--- config.mk ---
export PLATFORM = sky130hd
export DESIGN_NAME = imem_loader
export DESIGN_NICKNAME = d
export VERILOG_FILES = /design/src/rtl/imem_pkg.sv /design/src/rtl/imem_loader.sv
export SDC_FILE = /design/constraint.sdc
export NUM_CORES = 1
export LEC_CHECK = 0
export CAP_MARGIN = 15
export CORE_MARGIN = 2
export CORE_UTILIZATION = 49
export DETAILED_ROUTE_END_ITERATION = 6
export PLACE_DENSITY_LB_ADDON = 0.15
export SLEW_MARGIN = 20
export SYNTH_ARGS = -nofsm -noshare
export SYNTH_HDL_FRONTEND = slang
export SYNTH_SLANG_ARGS = --single-unit
--- constraint.sdc ---
create_clock -name clk -period 2 [get_ports clk]
set_input_delay 0.4 -clock clk [delete_from_list [all_inputs] [get_ports clk]]
set_output_delay 0.4 -clock clk [all_outputs]
set_load 0.02 [all_outputs]
--- src/rtl/imem_pkg.sv ---
// rtl/imem_pkg.sv - shared instruction-store geometry and loader state encoding
package imem_pkg;

  localparam int IMEM_ADDR_W = 10;
  localparam int IMEM_BYTES  = 1 << IMEM_ADDR_W;

  typedef enum logic [1:0] {
    IDLE,
    WAIT_WORD,
    WRITE,
    DONE
  } loader_state_t;

endpackage

--- src/rtl/imem_loader.sv ---
// rtl/imem_loader.sv - serialises streamed 32-bit words into big-endian byte writes
// of the instruction store; MSB lands at the word address.
module imem_loader
  import imem_pkg::*;
#(
  parameter int ADDR_W    = IMEM_ADDR_W,
  parameter int MEM_BYTES = IMEM_BYTES,
  parameter int CNT_W     = 9
) (
  input  logic              clk,
  input  logic              rst_n,
  input  logic              start,
  input  logic [ADDR_W-1:0] base_addr,
  input  logic [CNT_W-1:0]  word_count,
  input  logic              in_valid,
  input  logic [31:0]       in_data,
  output logic              in_ready,
  output logic              mem_we,
  output logic [ADDR_W-1:0] mem_addr,
  output logic [7:0]        mem_wdata,
  output logic              busy,
  output logic              done,
  output logic              wrap_err
);

  localparam logic [ADDR_W-1:0] LAST_ADDR  = ADDR_W'(MEM_BYTES - 1);
  localparam logic [ADDR_W-1:0] ALIGN_MASK = ~ADDR_W'(3);

  loader_state_t     state_q, state_d;
  logic [ADDR_W-1:0] ptr_q, ptr_d;
  logic [CNT_W-1:0]  words_left_q, words_left_d;
  logic [1:0]        byte_idx_q, byte_idx_d;
  logic [31:0]       data_q, data_d;
  logic              wrap_q, wrap_d;
  logic [7:0]        byte_sel;

  always_comb begin
    byte_sel = data_q[31:24];
    case (byte_idx_q)
      2'd0: byte_sel = data_q[31:24];
      2'd1: byte_sel = data_q[23:16];
      2'd2: byte_sel = data_q[15:8];
      2'd3: byte_sel = data_q[7:0];
      default: byte_sel = data_q[31:24];
    endcase
  end

  always_comb begin
    state_d      = state_q;
    ptr_d        = ptr_q;
    words_left_d = words_left_q;
    byte_idx_d   = byte_idx_q;
    data_d       = data_q;
    wrap_d       = wrap_q;

    in_ready     = 1'b0;
    mem_we       = 1'b0;
    mem_addr     = '0;
    mem_wdata    = '0;
    busy         = 1'b0;
    done         = 1'b0;

    case (state_q)
      IDLE, DONE: begin
        done = (state_q == DONE);
        if (start) begin
          ptr_d        = base_addr & ALIGN_MASK;
          words_left_d = word_count;
          wrap_d       = 1'b0;
          state_d      = (word_count == '0) ? DONE : WAIT_WORD;
        end
      end

      WAIT_WORD: begin
        in_ready = 1'b1;
        busy     = 1'b1;
        if (in_valid) begin
          data_d     = in_data;
          byte_idx_d = 2'd0;
          state_d    = WRITE;
        end
      end

      WRITE: begin
        mem_we     = 1'b1;
        busy       = 1'b1;
        mem_addr   = ptr_q;
        mem_wdata  = byte_sel;
        ptr_d      = ptr_q + 1'b1;
        byte_idx_d = byte_idx_q + 1'b1;
        // Overflow past the top of the store is flagged but not fatal.
        if (ptr_q == LAST_ADDR) begin
          wrap_d = 1'b1;
        end
        if (byte_idx_q == 2'd3) begin
          words_left_d = words_left_q - 1'b1;
          state_d      = (words_left_q == CNT_W'(1)) ? DONE : WAIT_WORD;
        end
      end

      default: state_d = IDLE;
    endcase
  end

  assign wrap_err = wrap_q;

  always_ff @(posedge clk or negedge rst_n) begin
    if (!rst_n) begin
      state_q      <= IDLE;
      ptr_q        <= '0;
      words_left_q <= '0;
      byte_idx_q   <= '0;
      data_q       <= '0;
      wrap_q       <= 1'b0;
    end else begin
      state_q      <= state_d;
      ptr_q        <= ptr_d;
      words_left_q <= words_left_d;
      byte_idx_q   <= byte_idx_d;
      data_q       <= data_d;
      wrap_q       <= wrap_d;
    end
  end

endmodule

# Yosys cells after proc, flatten, opt, wreduce, memory -nomap -nowiden
# Cells that the tools add are included.
dict set report totals {
  register_bits 56
  in_bits 55
  out_inout_bits 23
}
dict set report op_classes {
  addsub 3
  n_eq_ne 12
  muxes 23
  reduce_logical 13
}
# cell count
set op_table {}
lappend op_table {{case mux 8 bit (4 select lines)} 1}
lappend op_table {{2-to-1 mux 10 bit} 2}
lappend op_table {{case mux 10 bit (2 select lines)} 1}
lappend op_table {{2-to-1 mux 9 bit} 2}
lappend op_table {{case mux 9 bit (2 select lines)} 1}
lappend op_table {{2-to-1 mux 2 bit} 6}
lappend op_table {{adder 10 x 1 -> 10 bit, second input constant} 1}
lappend op_table {{equality test 10 bit, second input constant} 1}
lappend op_table {{equality test 9 x 1 -> 1 bit, second input constant} 1}
lappend op_table {{zero test 9 bit} 1}
lappend op_table {{AND reduction 3 bit} 3}
lappend op_table {{subtractor 9 x 1 -> 9 bit, second input constant} 1}
lappend op_table {{equality test 2 bit, second input constant} 4}
lappend op_table {{2-to-1 mux 8 bit} 1}
lappend op_table {{!= test 2 bit, second input constant} 4}
lappend op_table {{2-to-1 mux 1 bit} 6}
lappend op_table {{case mux 2 bit (3 select lines)} 1}
lappend op_table {{AND reduction 2 bit} 3}
lappend op_table {{equality test 2 x 1 -> 1 bit, second input constant} 2}
lappend op_table {{zero test 2 bit} 2}
lappend op_table {{case mux 2 bit (2 select lines)} 1}
lappend op_table {{nonzero test 2 bit} 2}
lappend op_table {{OR reduction 2 bit} 2}
lappend op_table {{adder 2 x 1 -> 2 bit, second input constant} 1}
lappend op_table {{case mux 1 bit (2 select lines)} 1}

# Longest topological paths before layout
dict set report logic_depth {
  ltp_word 4
  ltp_mapped 8
  depth_no_buf 6
}

# Worst setup path after synthesis
# No wires, ideal clock.
dict set report synth_timing {
  path_kind {reg2out}
  from {register byte_idx_q[0]}
  to {output port mem_wdata[6]}
  arrival_ps 1497
  required_ps 1600
  path_slack_ps 103
  stages_incl_launch_ff 7
  path_cell_list {dfrtp_1 inv_1 ha_1 clkbuf_1 clkbuf_1 a21oi_1 nor2_1}
}
dict set report synth_between {
  elab_chain_len 3
}
# item line
set synth_rtl {}
lappend synth_rtl {{start, declared} imem_loader.sv:32} ;# logic [1:0] byte_idx_q, byte_idx_d;
lappend synth_rtl {{start signal, assigned} imem_loader.sv:119} ;# byte_idx_q <= byte_idx_d;
lappend synth_rtl {{equality test 2 bit, or another cell as far along} imem_loader.sv:39} ;# case (byte_idx_q)
lappend synth_rtl {{case mux 8 bit (4 select lines) *} imem_loader.sv:39}
lappend synth_rtl {{2-to-1 mux 8 bit *} imem_loader.sv:63} ;# case (state_q)
lappend synth_rtl {{end, declared} imem_loader.sv:20} ;# output logic [7:0] mem_wdata,
# Mark *: on every way between the ends. The rest lies on a longest branch, timed or not.

# Worst setup path in the final report
# Same ends and word-level chain as after synthesis.

==> impl_results.md <==
- Async set or reset register ratio after synthesis: between 90% and 100%
- Synth top area share: around 46%
- Maximum buffer depth of the clock tree: 2
- Nature of the critical path endpoint: output pin
- First-pass GRT wire length: about 12 mm
- Core Area: 5960 um^2
- Power density cells: 1550 nW/um^2
- Register Area: approximately 1400 um^2
- Leakage: 1.77 nW
- Largest net degree at the start of global routing: 37
- Fin Clk Skew: 6.88 ps
- #FFs+latches synth: 56
- Post-Syn Instances: ~290
- Final worst slack: -187 ps
- CTS clk-pin slew, worst paths: approximately 110 ps
- CTS buffer count: 5
- Final period util: 109%
- Share of layout cells above drive strength 1: a little over a quarter
- Synthesized Nets: 352
- Failing checks: negative setup slack
- Register area share after synthesis: around 46%
- Highest-count cells in the layout ignoring fill and taps: dfrtp_1, clkdlybuf4s50_1, mux2_2
- Routed wire per std cell: 16.5 um
- Tmin final: 2190 ps
- RSZ-0062 raised after global routing: yes
- Final HPWL DP: 5.42 mm
- CP startpoint kind: flop
- Data arrival, critical path: 1790 ps
- Area delta synth->final: 35.2%
- GPL Wtd Cong: about 0.86
- Remaining Overflow, GRT: 0
- Peak Freq: 457 MHz
- Warnings, synthesis: 0
- Initial antenna violation count: 0
- Number of synthesized flops with an enable pin: 0
- CP required: between 1500 and 2000 ps
- Footprint of the multi-input gates: 1570 um^2
- Post-synthesis adder-cell area fraction: 4.55%
- Max-slew violation count: 0
- DIE AREA: 6820 um^2
- Worst vdd ir: 0.787 mV
- Dominant cell type by area after synthesis: dfrtp_1
- Final wirelength: 7.46 mm
- Buffers on Ports: 75
- Crit path kind: reg -> out
- I/O pins: 78
- Die Span Y: 82.6 um
- Slowest stage cell, crit path: dfrtp_2
- Slew HR: 63.4%
- Initial Utilization: 50.8%
- Num rows: 28
- Most common cell after layout, fill and taps aside: dfrtp_1
- Fillers: 481
- Main synth FF type: dfrtp_1
- Root buffer cell: clkbuf_8
- Via density: 5.62
- GRT Total Usage: 22.5%
- Dpl cells: between 400 and 500
- ANT nets after route: 0
- CP most frequent cell: nor2_1
- Synth area leaders: dfrtp_1, mux2_2, ha_1
- H-Tree Depth: 2
- Peak per-stage delay on the critical path: ~480 ps
- Max Cap Violations: 0
- Crit path buf inv count: 1
- Hold Vio Cnt, Final: 0
- Proportion of synthesized area in mux cells: 15.4%
- Library cells used by synthesis: 47
- Worst skew pair latency: 310 ps
- TritonCTS clock tree: built
- Status: complete, but fails checks
- Worst-path cell chain: ha_4 -> a222oi_1 -> nor2_1 -> a21oi_1 -> nor2_1 -> buf_2
- CTS sink count: 56
- Maximum net fanout on the critical path: 9
- First DRT Iteration DRCs: 160
- Post-synthesis compound-gate area fraction: 13.6%
- Ant. Diodes: 0
- Crit path max-delay family: flip-flops
- Core Util, Final: 68.7%
- Residual DRC: 0
- Vias: 2542
- Post-Synth XOR/XNOR Area: 0%
- Syn avg cell area: between 10 and 15 um^2
- Mapped Area: 3030 um^2
- # setup viols final: 8
- Vias in the first global route: 2458
- DR pass1 iterations: 6
- Area share of and/or/nand/nor cells after synthesis: 16.2%
- Layout net count: 442
- Worst-Margin Slew: 549 ps
- Post-route insts no fill: ~450
- Main combinational cell family by area after synthesis: simple AND/OR/NAND/NOR gates
- Die W: 82.6 um
- Min-delay worst type: in -> async
[worst register-to-register path: stages, from the launching register on]
cell,delay [ps]
dfrtp_1,390
inv_1,100
ha_4,160
buf_2,190
buf_4,130
buf_4,130
nor2b_1,310
nor2_2,100
o21ai_0,190
a21oi_1,70
[cell type report]
type	instances	area share (%)
Sequential cell	56	34.3
Inverter	8	0.734
Clock inverter	3	1.13
Clock buffer	5	1.68
Tap cell	75	2.29
Multi-Input combinational cell	206	38.4
Timing Repair Buffer	99	21.4
[path summary, 6_finish.rpt]
path	from	to	slack, ps	cells after the start
worst max register to register	state_q[0]	words_left_q[4]	100	9
max in group asynchronous	rst_n	byte_idx_q[1]	1350	2
worst min register to register	wrap_err	wrap_err	520	2
min in group clk	wrap_err	wrap_err	520	2
worst max-delay path	byte_idx_q[0]	mem_wdata[6]	-190	6
worst min-delay path	rst_n	ptr_q[8]	60	1
[routing by layer]
metal  share of wire [%]  track usage [%]  up-vias
li1                    -                -     1240
met1                  42             27.9     1202
met2                  52             40.0       91
met3                 4.7             3.80        9
met4                 1.4             7.05        0
met5                   0                0        -
[flip-flops by register name (all words and copies together) (netlist names)]
name and flops:
data_q 32, ptr_q 10, words_left_q 9, byte_idx_q 2, state_q 2, wrap_err 1
[kinds of logic (layout without fill, tap and decap cells)]
kind of cell / count (synthesis) / in the layout
buffers and inverters: 24 / 115
AO/OA/AOI/OAI: 61 / 61
multiplexers: 42 / 42
flip-flops: 56 / 56
adder cells (fa/ha/maj): 11 / 11
AND/OR/NAND/NOR: 92 / 92
[per-stage QoR]
stage | power, mW | setup TNS [ps] | worst slack (ps) | hold WS (ps) | instance area [um^2]
2_1_floorplan | 4.32 | 0 | 103 | 104 | 3030
3_3_place_gp | 5.41 | -2130 | -295 | 415 | 3960
3_5_place_dp | 5.49 | -2430 | -337 | 419 | 3960
4_1_cts | 6.25 | -1410 | -207 | 74.0 | 4100
5_1_grt | 6.77 | -2280 | -312 | 102 | 4090
6_report | 6.33 | -1360 | -187 | 58.0 | 4090
[where the power goes]
group          internal, mW  leakage, nW  switching (mW)  total [mW]
logic                  1.63         1.05            1.69        3.31
registers              1.71        0.663           0.524        2.24
clock network         0.381       0.0600           0.397       0.777
[cell usage after synthesis, drive strengths merged, types with 8 or more instances]
cell	instances
dfrtp	56
mux2	34
nor2	24
a21oi	19
nand2	16
nand3	12
o21ai	12
ha	11
and2	10
buf	10
a222oi	8
inv	8
mux2i	8
[timing repair]
item / CTS / global route
hold buffers: 0 / 0
resized for setup: 74 / 14
setup buffers: 0 / 2
setup endpoints to repair: 21 / 24
pin swaps: 9 / 1
cloned: 0 / 1
No activity file was read; power rests on OpenSTA's default activity.
